[src/rtl/regfile_mp_init.sv]
`timescale 1ns/1ps
`default_nettype none
//-----------------------------------------------------------------------------
// Module  : regfile_mp_init
// Brief   : Multi-port register file, two prioritised write ports, sequential
//           clear sweep after reset/request. Bypass option: REGFILE_BYPASS_EN.
// Revision: 1.0
//-----------------------------------------------------------------------------
module regfile_mp_init #(
   parameter int unsigned XLEN    = 32,
   parameter int unsigned NREG    = 32,
   parameter int unsigned AW      = 5,
   parameter int unsigned NRD     = 2,
   parameter bit          ZERO_R0 = 1'b1
) (
   input  logic                clk,
   input  logic                rst_n,
   input  logic                clear_req,
   output logic                busy,
   input  logic                we_a,
   input  logic [AW-1:0]       wa_a,
   input  logic [XLEN-1:0]     wd_a,
   input  logic                we_b,
   input  logic [AW-1:0]       wa_b,
   input  logic [XLEN-1:0]     wd_b,
   input  logic [NRD*AW-1:0]   ra,
   output logic [NRD*XLEN-1:0] rd
);

   typedef enum logic [0:0] {
      ST_CLEAR = 1'b0,
      ST_READY = 1'b1
   } state_t;

   localparam logic [AW-1:0] LAST_PTR = AW'(NREG - 1);

   state_t          state_q, state_d;
   logic [AW-1:0]   ptr_q, ptr_d;
   logic [XLEN-1:0] mem_q [NREG];
   logic [XLEN-1:0] mem_d [NREG];

   logic            wr_a_ok;
   logic            wr_b_ok;

   assign busy = (state_q == ST_CLEAR);

   // Writes to a hard-wired zero register are dropped at the source.
   assign wr_a_ok = !busy && we_a && !(ZERO_R0 && (wa_a == '0));
   assign wr_b_ok = !busy && we_b && !(ZERO_R0 && (wa_b == '0));

   always_comb begin
      state_d = state_q;
      ptr_d   = ptr_q;
      case (state_q)
         ST_CLEAR: begin
            ptr_d = ptr_q + AW'(1);
            if (ptr_q == LAST_PTR) begin
               state_d = ST_READY;
            end
         end
         ST_READY: begin
            if (clear_req) begin
               state_d = ST_CLEAR;
               ptr_d   = '0;
            end
         end
         default: begin
            state_d = ST_CLEAR;
            ptr_d   = '0;
         end
      endcase
   end

   always_ff @(posedge clk) begin
      if (!rst_n) begin
         state_q <= ST_CLEAR;
         ptr_q   <= '0;
      end else begin
         state_q <= state_d;
         ptr_q   <= ptr_d;
      end
   end

   // Port B is applied after port A so it wins an address collision.
   always_comb begin
      for (int i = 0; i < NREG; i++) begin
         mem_d[i] = mem_q[i];
      end
      if (rst_n) begin
         if (busy) begin
            mem_d[ptr_q] = '0;
         end else begin
            if (wr_a_ok) begin
               mem_d[wa_a] = wd_a;
            end
            if (wr_b_ok) begin
               mem_d[wa_b] = wd_b;
            end
         end
      end
   end

   always_ff @(posedge clk) begin
      for (int i = 0; i < NREG; i++) begin
         mem_q[i] <= mem_d[i];
      end
   end

   for (genvar p = 0; p < NRD; p++) begin : g_rd
      logic [AW-1:0]   rd_addr;
      logic [XLEN-1:0] rd_data;

      assign rd_addr = ra[p*AW +: AW];

      always_comb begin
         rd_data = mem_q[rd_addr];
`ifdef REGFILE_BYPASS_EN
         if (we_a && (wa_a == rd_addr)) begin
            rd_data = wd_a;
         end
         if (we_b && (wa_b == rd_addr)) begin
            rd_data = wd_b;
         end
`endif
         if (busy || (ZERO_R0 && (rd_addr == '0))) begin
            rd_data = '0;
         end
      end

      assign rd[p*XLEN +: XLEN] = rd_data;
   end

endmodule
`default_nettype wire

[config.mk]
export PLATFORM = sky130hd
export DESIGN_NAME = regfile_mp_init
export DESIGN_NICKNAME = d
export VERILOG_FILES = /design/src/rtl/regfile_mp_init.sv
export SDC_FILE = /design/constraint.sdc
export NUM_CORES = 2
export LEC_CHECK = 0
export CORE_AREA = 8 8 526 399
export DETAILED_ROUTE_END_ITERATION = 7
export DIE_AREA = 0 0 534 407
export GPL_TIMING_DRIVEN = 0
export PLACE_DENSITY = 0.65
export SYNTH_ARGS = -nofsm -noshare
export SYNTH_HDL_FRONTEND = slang
export SYNTH_SLANG_ARGS = --single-unit
export TNS_END_PERCENT = 30
[constraint.sdc]
create_clock -name clk -period 5.8 [get_ports clk]
set_input_delay 1.16 -clock clk [delete_from_list [all_inputs] [get_ports clk]]
set_output_delay 1.16 -clock clk [all_outputs]
set_load 0.01 [all_outputs]
# --- After elaboration in Yosys (flattened, before gate mapping) ---
# Memories as Yosys holds them, arrays and structs flattened.
# Index checks and enable logic that the tools add are counted.
op_classes:
  addsub: 1
  n_lt_le_gt_ge: 6
  eq_ne: 2
  mux: 21
  bitwise_logic: 6
  n_reduce_logical: 15
op_table:
  columns: ["op", "n"]
  rows:
  - ["$mux W1024", 6]
  - ["$bwmux W1024", 2]
  - ["$and A1024 B1024 Y1024", 1]
  - ["$not A1024 Y1024", 1]
  - ["$demux W32 S5", 3]
  - ["$mux W32", 5]
  - ["$logic_not A5 Y1", 4]
  - ["$ge A6 B6 Y1 const B", 3]
  - ["$lt A6 B1 Y1 const B", 3]
  - ["$not A5 Y6", 3]
  - ["$pmux W5 S2", 1]
  - ["$logic_and A1 B1 Y1", 7]
  - ["$add A5 B1 Y5 const B", 1]
  - ["$eq A5 B5 Y1 const B", 1]
  - ["$mux W5", 1]
  - ["$logic_not A1 Y1", 2]
  - ["$logic_or A1 B1 Y1", 2]
  - ["$mux W1", 2]
  - ["$ne A2 B2 Y1 const B", 1]
  - ["$pmux W1 S2", 1]
  - ["$not A1 Y1", 1]
totals:
  ff_bits: 6
  mem_bits_rw: 1024
  in_bits: 89
  output_inout_bits: 65
  wordCells: 54
  n_memories: 1
mem_list:
  columns: ["name", "depth", "width", "read_ports", "rd_ports_with_merged_regs", "write_ports", "line", "rtl"]
  rows:
  - ["mem_q", 32, 32, 34, 0, 32, "39", "logic [XLEN-1:0] mem_q [NREG];"]

# --- Logic depth before layout (Yosys ltp) ---
depth:
  depth_word: 13
  mapped_depth: 9
  ltp_nobuf: 6

# --- Worst setup path after synthesis ---
# OpenSTA, ideal clock, no wires.
synth_path:
  path_kind: "input to output"
  from: "input ra[7]"
  to: "output rd[45]"
  t_arrival_ns: 2.753
  required_ns: 4.640
  slack_ns: 1.887
  stages: 7
  path_cell_list: "buf_2 > buf_2 > clkbuf_1 > mux4_2 > a22o_1 > a2111oi_1 > nor3_1"
synth_via:
  elab_chain_cells: 3
synth_rtl:
  columns: ["item", "line", "rtl"]
  rows:
  - ["from (decl)", "26", "input logic [NRD*AW-1:0] ra,"]
  - ["branches (longest 2 deep; another with $mem_v2 Z32 W32)", null, null]
  - ["$mux W32 (*)", "125", "if (busy || (ZERO_R0 && (rd_addr == '0))) begin"]
  - ["to (decl)", "27", "output logic [NRD*XLEN-1:0] rd"]
# Mark *: on every way between the ends.

# --- Worst setup path after layout ---
layout_path:
  from: "input ra[8]"
  to: "output rd[48]"
# The elaborated chain is that of the path after synthesis.

==> key figures <==
Outcome
  • Status: complete, but fails checks
  • Failing checks: max-capacitance violations, max-slew violations, negative setup slack

Global routing
  • GR Util met2: between 50% and 60%
  • Met1 Track Usage GR: 62.0%
  • GRT Total Usage: 45.3%
  • First-pass GRT wire length: 674 mm
  • Congestion Overflow GR: 0
  • Initial antenna violation count: 29
  • M3 GR Usage: 23.9%
  • Via count of the first global-routing pass: 73700
  • Largest net degree at the start of global routing: between 100 and 150
  • GR peak layer: met1

STA
  • # setup viols final: 38
  • Crit share post-route: 104%
  • Slew @ Worst Pin: 1.65 ns
  • Max-slew headroom: -10.6%
  • Clk_skew: roughly 0.035 ns
  • Post-route setup slack: -0.252 ns
  • Crit path time final: 6.05 ns
  • Max Slew Vio Count: about 80
  • Fin. Hold Viols: 0
  • RSZ-0062 raised after global routing: no
  • Max Clk Rate: roughly 170 MHz

Yosys
  • Synthesized area per cell: approximately 11 sq um
  • Synth top area share: 38.4%
  • Main synth FF type: edfxtp_1
  • #FFs+latches synth: 1030
  • Cell area after synthesis: 80200 sq um
  • Post-Syn Nets: 7692
  • Syn Inst Count: 7598
  • Number of synthesized flops with an enable pin: 1024
  • Top cells by area, synth: edfxtp_1 (38%), mux4_2 (13%), o2bb2ai_1 (9.8%)
  • Ys async rst share: 0%
  • Synth area leader: edfxtp_1
  • Netlist cell types: 67
  • Synth warn: 0
  • Seq/Total Area, Yosys: between 30 and 40%

Pwr
  • Total power: between 20 and 25 mW
  • Leak: 25.4 nW
  • Worst VDD drop: 0.197 mV
  • PwrDens: 240 nW/um^2

Floorplan
  • Initial Utilization: 39.8%
  • Top-level I/O count: 154
  • Row count: 143
  • DIE AREA: 217000 sq um
  • Chip height: 407 microns
  • Core outline area: 201000 sq um
  • Width of the die: 534 microns

Worst setup path
  • Worst setup EP type: output port
  • FF-to-FF path depth: 7
  • Slowest Stage Delay on Critical Path: 1.26 ns
  • Slowest-stage cell, CP: nor2_1
  • CP Class: in2out
  • Startpoint Class: input pin
  • Crit-path max FO: 10
  • Req. time, crit path: 4.64 ns
  • Critical path buffers and inverters: 4
  • Most frequent CP cell: clkdlybuf4s50_1
  • Crit path to: rd[48]
  • CP cell instances: clkdlybuf4s50_1 > buf_2 > clkbuf_4 > nor2_1 > a221o_1 > a31oi_1 > clkdlybuf4s50_1
  • Crit-path leading delay family: buffers and inverters
  • Stages on worst setup path: 7
  • R2r startpoint: state_q
  • CP startpoint: ra[8]
  • Arr. time, crit path: 4.89 ns
  • Worst R2R End: mem_q[24][1]
  • Reg2reg setup slack: between 1.5 and 2 ns

Min path
  • Hold crit path type: reg2reg

Placed design
  • Cell count after placement: 10500
  • HPWL after DPL: 415 mm
  • RePlAce Congestion: 1.13
  • PortBufs: roughly 150
  • Placed Area: 85400 sq um

Drt
  • Drt first pass iters: 6
  • Vias: 84200
  • Post-Route WL: slightly above 500 mm
  • Initial DRC count: 17400
  • Routed Antenna Nets: 0
  • DR WL/cell: 48.2 microns
  • Post-DR vias/cell: 7.85
  • # DRC: 0

Finish
  • Filler cells: 19000
  • P&R area growth vs syn: 12.7%
  • Reg area: 30900 sq um
  • Share of layout cells above drive strength 1: 15.0%
  • Finished Core Util: 44.9%
  • Final instance area: roughly 90000 sq um
  • Final std cells w/o fill: 10700
  • Multi-input gate area: between 40000 and 50000 sq um
  • Final-stage net count: 8009

Clocking
  • CTS buffer count: 141
  • Clock tree buffer depth: 4
  • Root buffer cell: clkbuf_16
  • Clock latency on the worst-skew pair: 0.85 ns
  • CTS tree: built
  • Num Clock Sinks: 1030
  • Clock Pin Slew Worst Setup and Hold Paths: 0.05 ns
  • H-tree depth: 4

Job
  • Max-Cap Viols: 10
-- Yosys cell counts, types with 5 or more instances --
master        n
inv_1        99
o21ai_0     828
a211oi_2      8
o22a_1       32
buf_4        24
a221o_1       7
o2bb2ai_1   898
nand2b_1      8
or3_1        34
buf_6        29
o31ai_1     896
o21ai_1      90
nor3_2       37
nand2_1      15
o21a_1       96
o22ai_1      28
nand3_1       5
and2_1       34
nand3b_2     30
mux2i_1     260
buf_2       264
a211oi_1     19
a22o_1       50
a21oi_1     997
o221ai_1     60
buf_1        52
mux2_2        7
nor2b_1      44
or3b_2       16
clkbuf_1    787
or3b_1       50
a21o_1       10
a2111oi_1    11
o32ai_1      96
ha_1          5
edfxtp_1   1024
mux4_2      453
nor2_1       10
nor3_1      118
dfxtp_1       6
a2111oi_2    14
nand3b_1      6
-- per-stage QoR --
step                      worst slack [ns]  TNS (ns)  hold WS, ns
after detailed placement             -1.18    -51.73        0.567
after CTS                         -0.00253  -0.00253        0.586
after global placement              -37.44         -        0.566
after global routing             0.0000142         0        0.600
after floorplan                       1.89         0        0.537
final                               -0.252     -2.85        0.586
-- cell families (layout without fill, tap and decap cells) --
| kind of cell | count (synthesis) | in the layout | share of synthesized area (%) |
|---|---|---|---|
| AOI/OAI and AO/OA | 4154 | 4154 | 34.9 |
| buffers and inverters | 1258 | 1670 | 6.70 |
| xor gates and xnor gates | 1 | 1 | 0.0109 |
| and+or+nand+nor | 430 | 430 | 3.74 |
| adders and majority gates | 5 | 5 | 0.0780 |
| DFF | 1030 | 1030 | 38.5 |
| muxes | 720 | 720 | 16.1 |
| other | 0 | 36 | 0 |
-- cells in the final DEF (no fill, tap or decap), types with 30 or more instances in the layout --
cell type,count
edfxtp_1,1024
a21oi_1,997
o2bb2ai_1,898
o31ai_1,890
o21ai_0,809
clkbuf_1,768
mux4_2,453
mux2i_1,257
buf_2,237
clkdlybuf4s50_1,146
clkbuf_16,145
o21ai_1,109
nor3_1,107
inv_1,99
o21a_1,96
o32ai_1,96
buf_4,65
o221ai_1,57
or3b_1,50
a22o_1,50
nor3_2,46
buf_1,45
nor2b_1,40
clkbuf_2,39
buf_6,37
diode_2,36
and2_1,33
or3_1,33
o22a_1,32
nand3b_2,30
-- report_power, final --
| part | total [mW] | internal, mW | switching [mW] |
|---|---|---|---|
| combinational | 3.45 | 1.25 | 2.20 |
| clock | 9.02 | 5.09 | 3.93 |
| sequential | 9.21 | 8.75 | 0.462 |
-- worst min-delay path by stage --
stage,end,cells after the start,startpoint,slack [ns]
2_1_floorplan,ptr_q[0],2,ptr_q[0],0.54
3_3_place_gp,mem_q[29][18],1,mem_q[29][18],0.57
3_5_place_dp,mem_q[18][29],1,mem_q[18][29],0.57
4_1_cts,mem_q[18][29],1,mem_q[18][29],0.59
5_1_grt,mem_q[13][16],1,mem_q[13][16],0.60
6_report,mem_q[19][6],1,mem_q[19][6],0.59
-- metal layers --
layer | wire [microns] | part of all wire, %
met5 | 99 | 0.019
met4 | 34800 | 6.7
met3 | 91500 | 18
met2 | 188000 | 36
met1 | 203000 | 39
-- registers in the layout, summed over array words and instances (netlist names) --
name     flops
mem_q     1024
state_q      1
ptr_q        5
-- cell type report --
type	count	share of cell area, %
Multi-Input combinational cell	5310	48.9
Sequential cell	1030	34.2
Buffer	1156	5.80
Clock buffer	186	4.22
Tap cell	2682	3.71
Timing Repair Buffer	177	2.11
Clock inverter	52	0.572
Inverter	99	0.411
Antenna cell	36	0.0997
-- repair_timing --
action                                  4_1_cts  5_1_grt
buffers inserted                              1        0
pin swaps                                     1        0
hold buffers                                  0        0
gates resized for setup                     132       17
gates cloned                                  0        0
endpoints found under the setup margin       64       14
No activity file was read; power rests on OpenSTA's default activity.
